## config.mk

```make
export PLATFORM = sky130hd
export DESIGN_NAME = decode_ctrl
export DESIGN_NICKNAME = d
export VERILOG_FILES = /design/src/rtl/decode_ctrl.sv
export SDC_FILE = /design/constraint.sdc
export NUM_CORES = 1
export LEC_CHECK = 0
export ABC_AREA = 1
export BUFFER_PORTS_ARGS = -buffer_cell sky130_fd_sc_hd__clkbuf_2
export CAP_MARGIN = 20
export CELL_PAD_IN_SITES_DETAIL_PLACEMENT = 0
export CELL_PAD_IN_SITES_GLOBAL_PLACEMENT = 2
export CORE_MARGIN = 1
export CORE_UTILIZATION = 33
export CTS_CLUSTER_SIZE = 20
export DETAILED_ROUTE_END_ITERATION = 8
export PLACE_DENSITY_LB_ADDON = 0.1
export SLEW_MARGIN = 20
export SYNTH_ARGS = -nofsm -noshare
export SYNTH_HDL_FRONTEND = slang
export SYNTH_SLANG_ARGS = --single-unit
```

## constraint.sdc

```tcl
create_clock -name clk -period 2.9 [get_ports clk]
set_input_delay 0.58 -clock clk [delete_from_list [all_inputs] [get_ports clk]]
set_output_delay 0.58 -clock clk [all_outputs]
set_load 0.02 [all_outputs]
```

## src/rtl/decode_ctrl.sv

```systemverilog
// rtl/decode_ctrl.sv - fetch-to-decode controller: 2-entry skid buffer, imm format decode, flush
// Optional feature macro: DECODE_ILLEGAL_EN (per-entry illegal-opcode flag).
module decode_ctrl #(
  parameter int PC_WIDTH    = 32,
  parameter int INSTR_WIDTH = 32
) (
  input  logic                   clk,
  input  logic                   rst_n,
  input  logic                   if_valid,
  output logic                   if_ready,
  input  logic [INSTR_WIDTH-1:0] if_instr,
  input  logic [PC_WIDTH-1:0]    if_pc,
  output logic                   id_valid,
  input  logic                   id_ready,
  output logic [INSTR_WIDTH-1:0] id_instr,
  output logic [PC_WIDTH-1:0]    id_pc,
  output logic [2:0]             imm_src,
  input  logic                   flush,
  output logic                   illegal
);

  typedef enum logic [1:0] {EMPTY = 2'd0, ONE = 2'd1, TWO = 2'd2} state_t;

  state_t                 state_q, state_d;
  logic [INSTR_WIDTH-1:0] head_instr_q, head_instr_d, skid_instr_q, skid_instr_d;
  logic [PC_WIDTH-1:0]    head_pc_q, head_pc_d, skid_pc_q, skid_pc_d;
  logic [2:0]             head_imm_q, head_imm_d, skid_imm_q, skid_imm_d;
  logic [2:0]             in_imm;
  logic                   in_fire, out_fire;
  logic                   load_head_in, load_head_skid, load_skid_in;

  function automatic logic [2:0] imm_decode(input logic [6:0] op);
    case (op)
      7'b0100011:             return 3'b001;
      7'b1100011:             return 3'b010;
      7'b1101111:             return 3'b011;
      7'b0110111, 7'b0010111: return 3'b100;
      default:                return 3'b000;
    endcase
  endfunction

  assign in_imm   = imm_decode(if_instr[6:0]);
  assign if_ready = (state_q != TWO);
  assign id_valid = (state_q != EMPTY) & ~flush;
  assign in_fire  = if_valid & if_ready & ~flush;
  assign out_fire = id_valid & id_ready;
  assign id_instr = head_instr_q;
  assign id_pc    = head_pc_q;
  assign imm_src  = head_imm_q;

  always_comb begin
    state_d        = state_q;
    load_head_in   = 1'b0;
    load_head_skid = 1'b0;
    load_skid_in   = 1'b0;
    case (state_q)
      EMPTY: if (in_fire) begin
        load_head_in = 1'b1;
        state_d      = ONE;
      end
      ONE: begin
        if (in_fire && out_fire) begin
          load_head_in = 1'b1;
        end else if (out_fire) begin
          state_d = EMPTY;
        end else if (in_fire) begin
          load_skid_in = 1'b1;
          state_d      = TWO;
        end
      end
      TWO: if (out_fire) begin
        load_head_skid = 1'b1;
        state_d        = ONE;
      end
      default: state_d = EMPTY;
    endcase
    // Flush wins; in_fire is already gated so no entry is loaded this cycle.
    if (flush) state_d = EMPTY;
  end

  always_comb begin
    head_instr_d = head_instr_q;
    head_pc_d    = head_pc_q;
    head_imm_d   = head_imm_q;
    skid_instr_d = skid_instr_q;
    skid_pc_d    = skid_pc_q;
    skid_imm_d   = skid_imm_q;
    if (load_head_in) begin
      head_instr_d = if_instr;
      head_pc_d    = if_pc;
      head_imm_d   = in_imm;
    end else if (load_head_skid) begin
      head_instr_d = skid_instr_q;
      head_pc_d    = skid_pc_q;
      head_imm_d   = skid_imm_q;
    end
    if (load_skid_in) begin
      skid_instr_d = if_instr;
      skid_pc_d    = if_pc;
      skid_imm_d   = in_imm;
    end
  end

  always_ff @(posedge clk or negedge rst_n) begin
    if (!rst_n) begin
      state_q      <= EMPTY;
      head_instr_q <= '0;
      head_pc_q    <= '0;
      head_imm_q   <= 3'b000;
      skid_instr_q <= '0;
      skid_pc_q    <= '0;
      skid_imm_q   <= 3'b000;
    end else begin
      state_q      <= state_d;
      head_instr_q <= head_instr_d;
      head_pc_q    <= head_pc_d;
      head_imm_q   <= head_imm_d;
      skid_instr_q <= skid_instr_d;
      skid_pc_q    <= skid_pc_d;
      skid_imm_q   <= skid_imm_d;
    end
  end

`ifdef DECODE_ILLEGAL_EN
  logic head_ill_q, head_ill_d, skid_ill_q, skid_ill_d, in_ill;

  function automatic logic is_legal(input logic [6:0] op);
    case (op)
      7'b0000011, 7'b0010011, 7'b1100111, 7'b0100011, 7'b1100011,
      7'b1101111, 7'b0110111, 7'b0010111, 7'b0110011, 7'b1110011: return 1'b1;
      default: return 1'b0;
    endcase
  endfunction

  assign in_ill  = ~is_legal(if_instr[6:0]);
  assign illegal = head_ill_q;

  always_comb begin
    head_ill_d = head_ill_q;
    skid_ill_d = skid_ill_q;
    if (load_head_in)        head_ill_d = in_ill;
    else if (load_head_skid) head_ill_d = skid_ill_q;
    if (load_skid_in)        skid_ill_d = in_ill;
  end

  always_ff @(posedge clk or negedge rst_n) begin
    if (!rst_n) begin
      head_ill_q <= 1'b0;
      skid_ill_q <= 1'b0;
    end else begin
      head_ill_q <= head_ill_d;
      skid_ill_q <= skid_ill_d;
    end
  end
`else
  assign illegal = 1'b0;
`endif

endmodule
```

==> flow_summary.json, run 1 <==
{
  "relSlewSlack_pct": 42.5,
  "p_sw_mw": 1.98,
  "layoutNonFillerInstCount": 1051,
  "cts_tree": "yes",
  "combPwrFrac_pct": 22.8,
  "fillCellCount": 1788,
  "yosysWarnings": 0,
  "crit_fanout": 27,
  "design.core.area_sq_um": 16800,
  "synth_area_sq_um": 5750,
  "vdd_ir_drop_max_mv": 0.431,
  "fmax_mhz": 513,
  "initialDrtViolationCount": 242,
  "drv_cap": 0,
  "synth_area_leaders": "dfrtp_1 (59%), nand2_1 (22%), nand3_1 (12%)",
  "die_h_microns": 134,
  "firstDrtPassIters": 4,
  "syn_to_final_growth_pct": 24.5,
  "synth.top_cells.by_count": "nand2_1 (342), nand3_1 (141), dfrtp_1 (136)",
  "cts_sinks": 136,
  "yosysTopAreaCell": "dfrtp_1",
  "p_leak_nw": 3.84,
  "nNetsFinal": 888,
  "crit_path_end_kind": "flip-flop",
  "synth.yosys.seq_area_share_pct": 59.2,
  "dieWidth_microns": 134,
  "worstMarginPinSlew_ps": 863,
  "setup_viol": 0,
  "dr_wl_met3_microns": 756,
  "report.final.slew_viol_count": 0,
  "port_buffers": 137,
  "synth_top_area_share_pct": 59.2,
  "n_antenna_cell": 0,
  "multi_input_area_sq_um": 2100,
  "p_int_mw": 4.09,
  "post_cts_resized": 0,
  "syn_area_per_cell_sq_um": 8.30,
  "dp_cells": 1020,
  "grt_max_degree": 78,
  "worst_setup_path_start_kind": "flip-flop",
  "worstPathArrival_ps": 2290,
  "grt_first_pass_wirelength_microns": 25900,
  "antenna_found_initial": 0,
  "die_area_sq_um": 17900,
  "ys.flop_type": "dfrtp_1",
  "wl_met2_microns": 7560,
  "h-tree-depth": 4,
  "synth-async-reset-ratio_pct": 100,
  "sw_frac_of_total_pct": 32.6,
  "hpwl_microns": 9840,
  "clock_path_buffers": 2,
  "seqPwrFrac_pct": 46.1,
  "setup_tns_ps": 0,
  "synthesis.nets": 761,
  "status": "finished clean",
  "synth-seq-cells": 136,
  "synth_most_common_cell": "nand2_1",
  "grt_overflow": 0,
  "clock_skew_ps": 5.50,
  "routed.top_layer": "met4",
  "syn_inst": 692,
  "met1_length_microns": 7580,
  "finalCritPeriodShare_pct": 67.2,
  "via_count": 5015,
  "track_usage_pct": 18.8,
  "wl_per_cell_microns": 15.4,
  "required_ps": 3240,
  "drive_gt1_share_pct": 21.7,
  "layout_min_cycle_time_ps": 1950,
  "hold_viol_final": 0,
  "rsz0062_at_grt": "false",
  "clkPwrFrac_pct": 31.1,
  "post-route-drc-count": 0,
  "r2r_slack_ps": 950,
  "start_util_pct": 34.2,
  "seq_area_sq_um": 3400,
  "cts_buffers": 17,
  "ctsHoldBuffers": 0,
  "hold_path.class": "in -> async",
  "critPathKind": "reg -> reg",
  "power_density_nw_per_um2": 848,
  "rows": 47,
  "postLayoutCoreUtil_pct": 42.6,
  "postCtsSetupRepairBufs": 0,
  "synthDistinctLibCells": 15,
  "synth_edf_count": 0,
  "viasPerCell": 4.77,
  "clkLatencyLatePin_ps": 420,
  "routed_wl_microns": 16200,
  "pin_count": 139,
  "grt_pass1_vias": 5007,
  "clkTransAtPathRegs_ps": 50,
  "routabilityCongestion": 0.791,
  "drtAntennaViolNets": 0,
  "root_buffer": "clkbuf_16"
}
## worst max-delay path: stages, from the launching register on
cell	delay (ps)
dfrtp_1	480
inv_1	100
nand2_1	100
nand3_1	70
nand2_1	130
nand2_2	80
inv_2	450
buf_4	310
nand2_1	70
nand3_1	90
## power groups by stage
stage / registers [mW] / clock network [mW] / logic [mW]
floorplan: 3.08 / 0 / 0.580
global placement: 2.81 / 0 / 1.37
detailed placement: 2.82 / 0 / 1.41
CTS: 2.80 / 1.94 / 1.42
global route: 2.87 / 2.04 / 1.56
finish: 2.80 / 1.89 / 1.38
## final timing paths
| path | start | endpoint | cells after the start |
|---|---|---|---|
| setup / recovery | state_q[1] | id_instr[16] | 9 |
| hold / removal | rst_n | id_pc[19] | 1 |
| setup reg to reg | state_q[1] | id_instr[16] | 9 |
| hold reg to reg | skid_pc_q[6] | skid_pc_q[6] | 2 |
| max in group asynchronous | rst_n | skid_instr_q[31] | 2 |
| min in group clk | if_instr[20] | skid_instr_q[20] | 3 |
## sequential cells by signal, summed over array words and instances, names as in the netlist
signal	cells
id_pc	32
skid_pc_q	32
state_q	2
skid_instr_q	32
imm_src	3
id_instr	32
skid_imm_q	3
## stage by stage
step / cell area, sq um / power (mW) / setup slack (ps) / hold WS [ps]
2_1_floorplan: 5750 / 3.66 / 1400 / 284
5_1_grt: 7160 / 6.46 / 774 / 268
3_3_place_gp: 6650 / 4.19 / 800 / 453
3_5_place_dp: 6650 / 4.24 / 758 / 458
6_report: 7160 / 6.07 / 950 / 205
4_1_cts: 7160 / 6.16 / 924 / 235
## per-layer routing
metal  vias up  track usage [%]
li1       2453                -
met1      2418             23.6
met2       124             31.6
met3        20             3.82
met4         0             7.45
met5         -                0
## cells in the final DEF, fill, tap and decap left out
cell,count
buf_12,3
buf_4,11
buf_6,1
clkbuf_1,8
clkbuf_16,17
clkbuf_2,136
clkbuf_8,2
clkinv_2,4
conb_1,1
dfrtp_1,136
inv_1,9
inv_2,3
nand2_1,342
nand2_2,1
nand3_1,140
nand3_4,1
nand4_1,3
nor2_1,5
nor2_4,1
nor3_1,4
o21ai_0,3
## final cells by class
type                       instances  area share, %
sequential                       136           47.6
multi-input combinational        501           29.3
timing repair buffer             151           11.7
clock buffer                      27           6.75
tap                              220           3.85
inverter                          12          0.629
clock inverter                     4          0.280
## logic make-up (layout without fill, tap and decap cells)
| group | count (synthesis) | after routing | synth area share [%] |
|---|---|---|---|
| buffers and inverters | 55 | 194 | 4.66 |
| other | 1 | 1 | 0.0653 |
| AO/OA/AOI/OAI | 3 | 3 | 0.261 |
| flip-flops | 136 | 136 | 59.2 |
| AND/OR/NAND/NOR | 497 | 497 | 35.8 |
(Power assumes the default switching activity.)
==> run 2: changes to the inputs <==
Settings changed: CORE_UTILIZATION 33 to 31.
Clock period 2.9 ns to 1.9 ns, I/O delays scaled along.
==> run 2 against run 1 <==
The run now ends with design-rule violations left. Critical path depth shrank 6. Non-clock buffer count grew 7. Final cell count grew 1.2%. Sequential cell count is the same. Combinational power grew 55%. Sequential share of layout area shrank 0.91 points. Clock-buffer cell count shrank 2. Global-route usage shrank 0.74 points. Clock power grew 63%. Critical path type is now reg -> out. Critical endpoint is now id_valid. Highest routed layer unchanged.
==> flow_summary.json, run 2 (synthesis results as in run 1) <==
{
  "root_buffer": "clkbuf_16",
  "finalCritPeriodShare_pct": 87.1,
  "sw_frac_of_total_pct": 32.0,
  "postPlaceCellArea_sq_um": 6750,
  "worstMarginPinSlew_ps": 547,
  "cts_buffers": 17,
  "pre_cts_ws_ps": 275,
  "layout_min_cycle_time_ps": 1660,
  "post_cts_resized": 0,
  "routabilityCongestion": 0.745,
  "n_antenna_cell": 0,
  "die_h_microns": 138,
  "post-route-drc-count": 20,
  "hold_path.class": "in -> reg",
  "seqPwrFrac_pct": 45.0,
  "syn_to_final_growth_pct": 27.0,
  "grt_pass1_vias": 5175,
  "worstPathCellList": "nor2_1 > nor2_1 > clkbuf_2",
  "antenna_found_initial": 0,
  "track_usage_pct": 18.0,
  "p_sw_mw": 3.03,
  "seq_area_sq_um": 3400,
  "wl_per_cell_microns": 15.2,
  "setup_slack_ps": 245,
  "cts_tree": "yes",
  "fmax_mhz": 604,
  "fillCellCount": 1878,
  "relSlewSlack_pct": 63.5,
  "violations": "design-rule violations",
  "multi_input_area_sq_um": 2100,
  "die_area_sq_um": 19100,
  "cpMostUsedCell": "nor2_1",
  "viasPerCell": 4.73,
  "cts_sinks": 136,
  "hold_viol_final": 0,
  "required_ps": 1520,
  "crit_path_end_kind": "output pin",
  "rsz0062_at_grt": "false",
  "drv_cap": 0,
  "hpwl_microns": 10600,
  "slowest_stage": "dfrtp_1",
  "rows": 49,
  "p_leak_nw": 3.90,
  "nNetsFinal": 895,
  "p_int_mw": 6.46,
  "initialDrtViolationCount": 306,
  "final_cell_mix": "nand2_1 (342), nand3_1 (140), dfrtp_1 (136), clkbuf_2 (136), clkbuf_16 (17)",
  "routed_wl_microns": 16100,
  "worstPathArrival_ps": 1280,
  "report.final.slew_viol_count": 0,
  "grt_max_degree": 54,
  "status": "finished, violations left",
  "clock_skew_ps": 6.18,
  "worst_setup_path_start_kind": "flip-flop",
  "final_common_cell": "nand2_1",
  "h-tree-depth": 4,
  "via_count": 5030,
  "grt_first_pass_wirelength_microns": 26900,
  "grt_overflow": 0,
  "drtAntennaViolNets": 0,
  "clkLatencyLatePin_ps": 410,
  "clock_path_buffers": 2,
  "firstDrtPassIters": 7,
  "drive_gt1_share_pct": 22.4,
  "crit_fanout": 6,
  "dieWidth_microns": 138,
  "clkPwrFrac_pct": 32.5,
  "power_density_nw_per_um2": 1300,
  "clkTransAtPathRegs_ps": 60,
  "combPwrFrac_pct": 22.5,
  "start_util_pct": 31.8,
  "pin_count": 139,
  "port_buffers": 137,
  "setup_tns_ps": 0,
  "vdd_ir_drop_max_mv": 0.616,
  "max_stage_delay_ps": 460,
  "design.core.area_sq_um": 18100,
  "setup_viol": 0,
  "critPathKind": "reg -> out",
  "fin_area_sq_um": 7300
}
[run 2: changes by cell type in the layout (fill, tap and decap cells not counted)]
cell,delta
buf_12,+3
buf_4,+3
bufinv_16,+1
clkbuf_1,-4
clkbuf_8,+2
clkinv_2,-3
clkinvlp_4,+1
dlygate4sd3_1,+1
[run 2: critical path, delay by kind of cell, from the launching register on]
family / cells / cell delay, ps
DFF: 1 / 460
and+or+nand+nor: 2 / 260
buffers and inverters: 1 / 150
[run 2: power by group through the flow]
stage / sequential (mW) / clock, mW / combinational, mW
6_report: 4.27 / 3.08 / 2.14
4_1_cts: 4.28 / 3.16 / 2.19
5_1_grt: 4.40 / 3.28 / 2.42
3_5_place_dp: 4.31 / 0 / 2.19
2_1_floorplan: 4.70 / 0 / 0.885
3_3_place_gp: 4.30 / 0 / 2.13
[run 2: cell type report]
| cell class | count | area share (%) |
|---|---|---|
| clock buffer | 25 | 6.79 |
| clock inverter | 3 | 0.583 |
| inverter | 12 | 0.617 |
| multi-input combinational | 501 | 28.7 |
| sequential | 136 | 46.6 |
| tap | 229 | 3.93 |
| timing repair buffer | 158 | 12.7 |
[run 2: routing by layer]
metal  track usage [%]  share of wire (%)  up-vias
li1                  -                  -     2466
met1              22.9                 46     2427
met2              30.4                 48      124
met3              4.05                4.5       13
met4              6.03                1.2        0
met5                 0                  0        -
[run 2: path summary, 6_finish.rpt]
kind	startpoint	end	slack, ps	depth (start not counted)
worst max-delay path	state_q[1]	id_valid	240	3
worst min-delay path	if_pc[28]	skid_pc_q[28]	190	3
worst max register to register	state_q[1]	skid_instr_q[31]	270	9
worst min register to register	skid_pc_q[4]	skid_pc_q[4]	470	2
max in group asynchronous	rst_n	imm_src[1]	770	3
min in group asynchronous	rst_n	id_pc[22]	510	2
[run 2: repair_timing]
item / in CTS / in global routing
setup buffers: 0 / 0
hold endpoints to repair: 46 / 0
hold buffers: 1 / 0
endpoints found under the setup margin: 0 / 0
[run 2: stage by stage]
stage	power [mW]	util, %	cells	hold WS [ps]
floorplan	5.58	-	692	84.4
global placement	6.43	37.3	1035	385
detailed placement	6.50	37.3	1035	392
CTS	9.62	40.3	1064	168
global route	10.1	40.3	1064	177
finish	9.49	40.3	1064	186
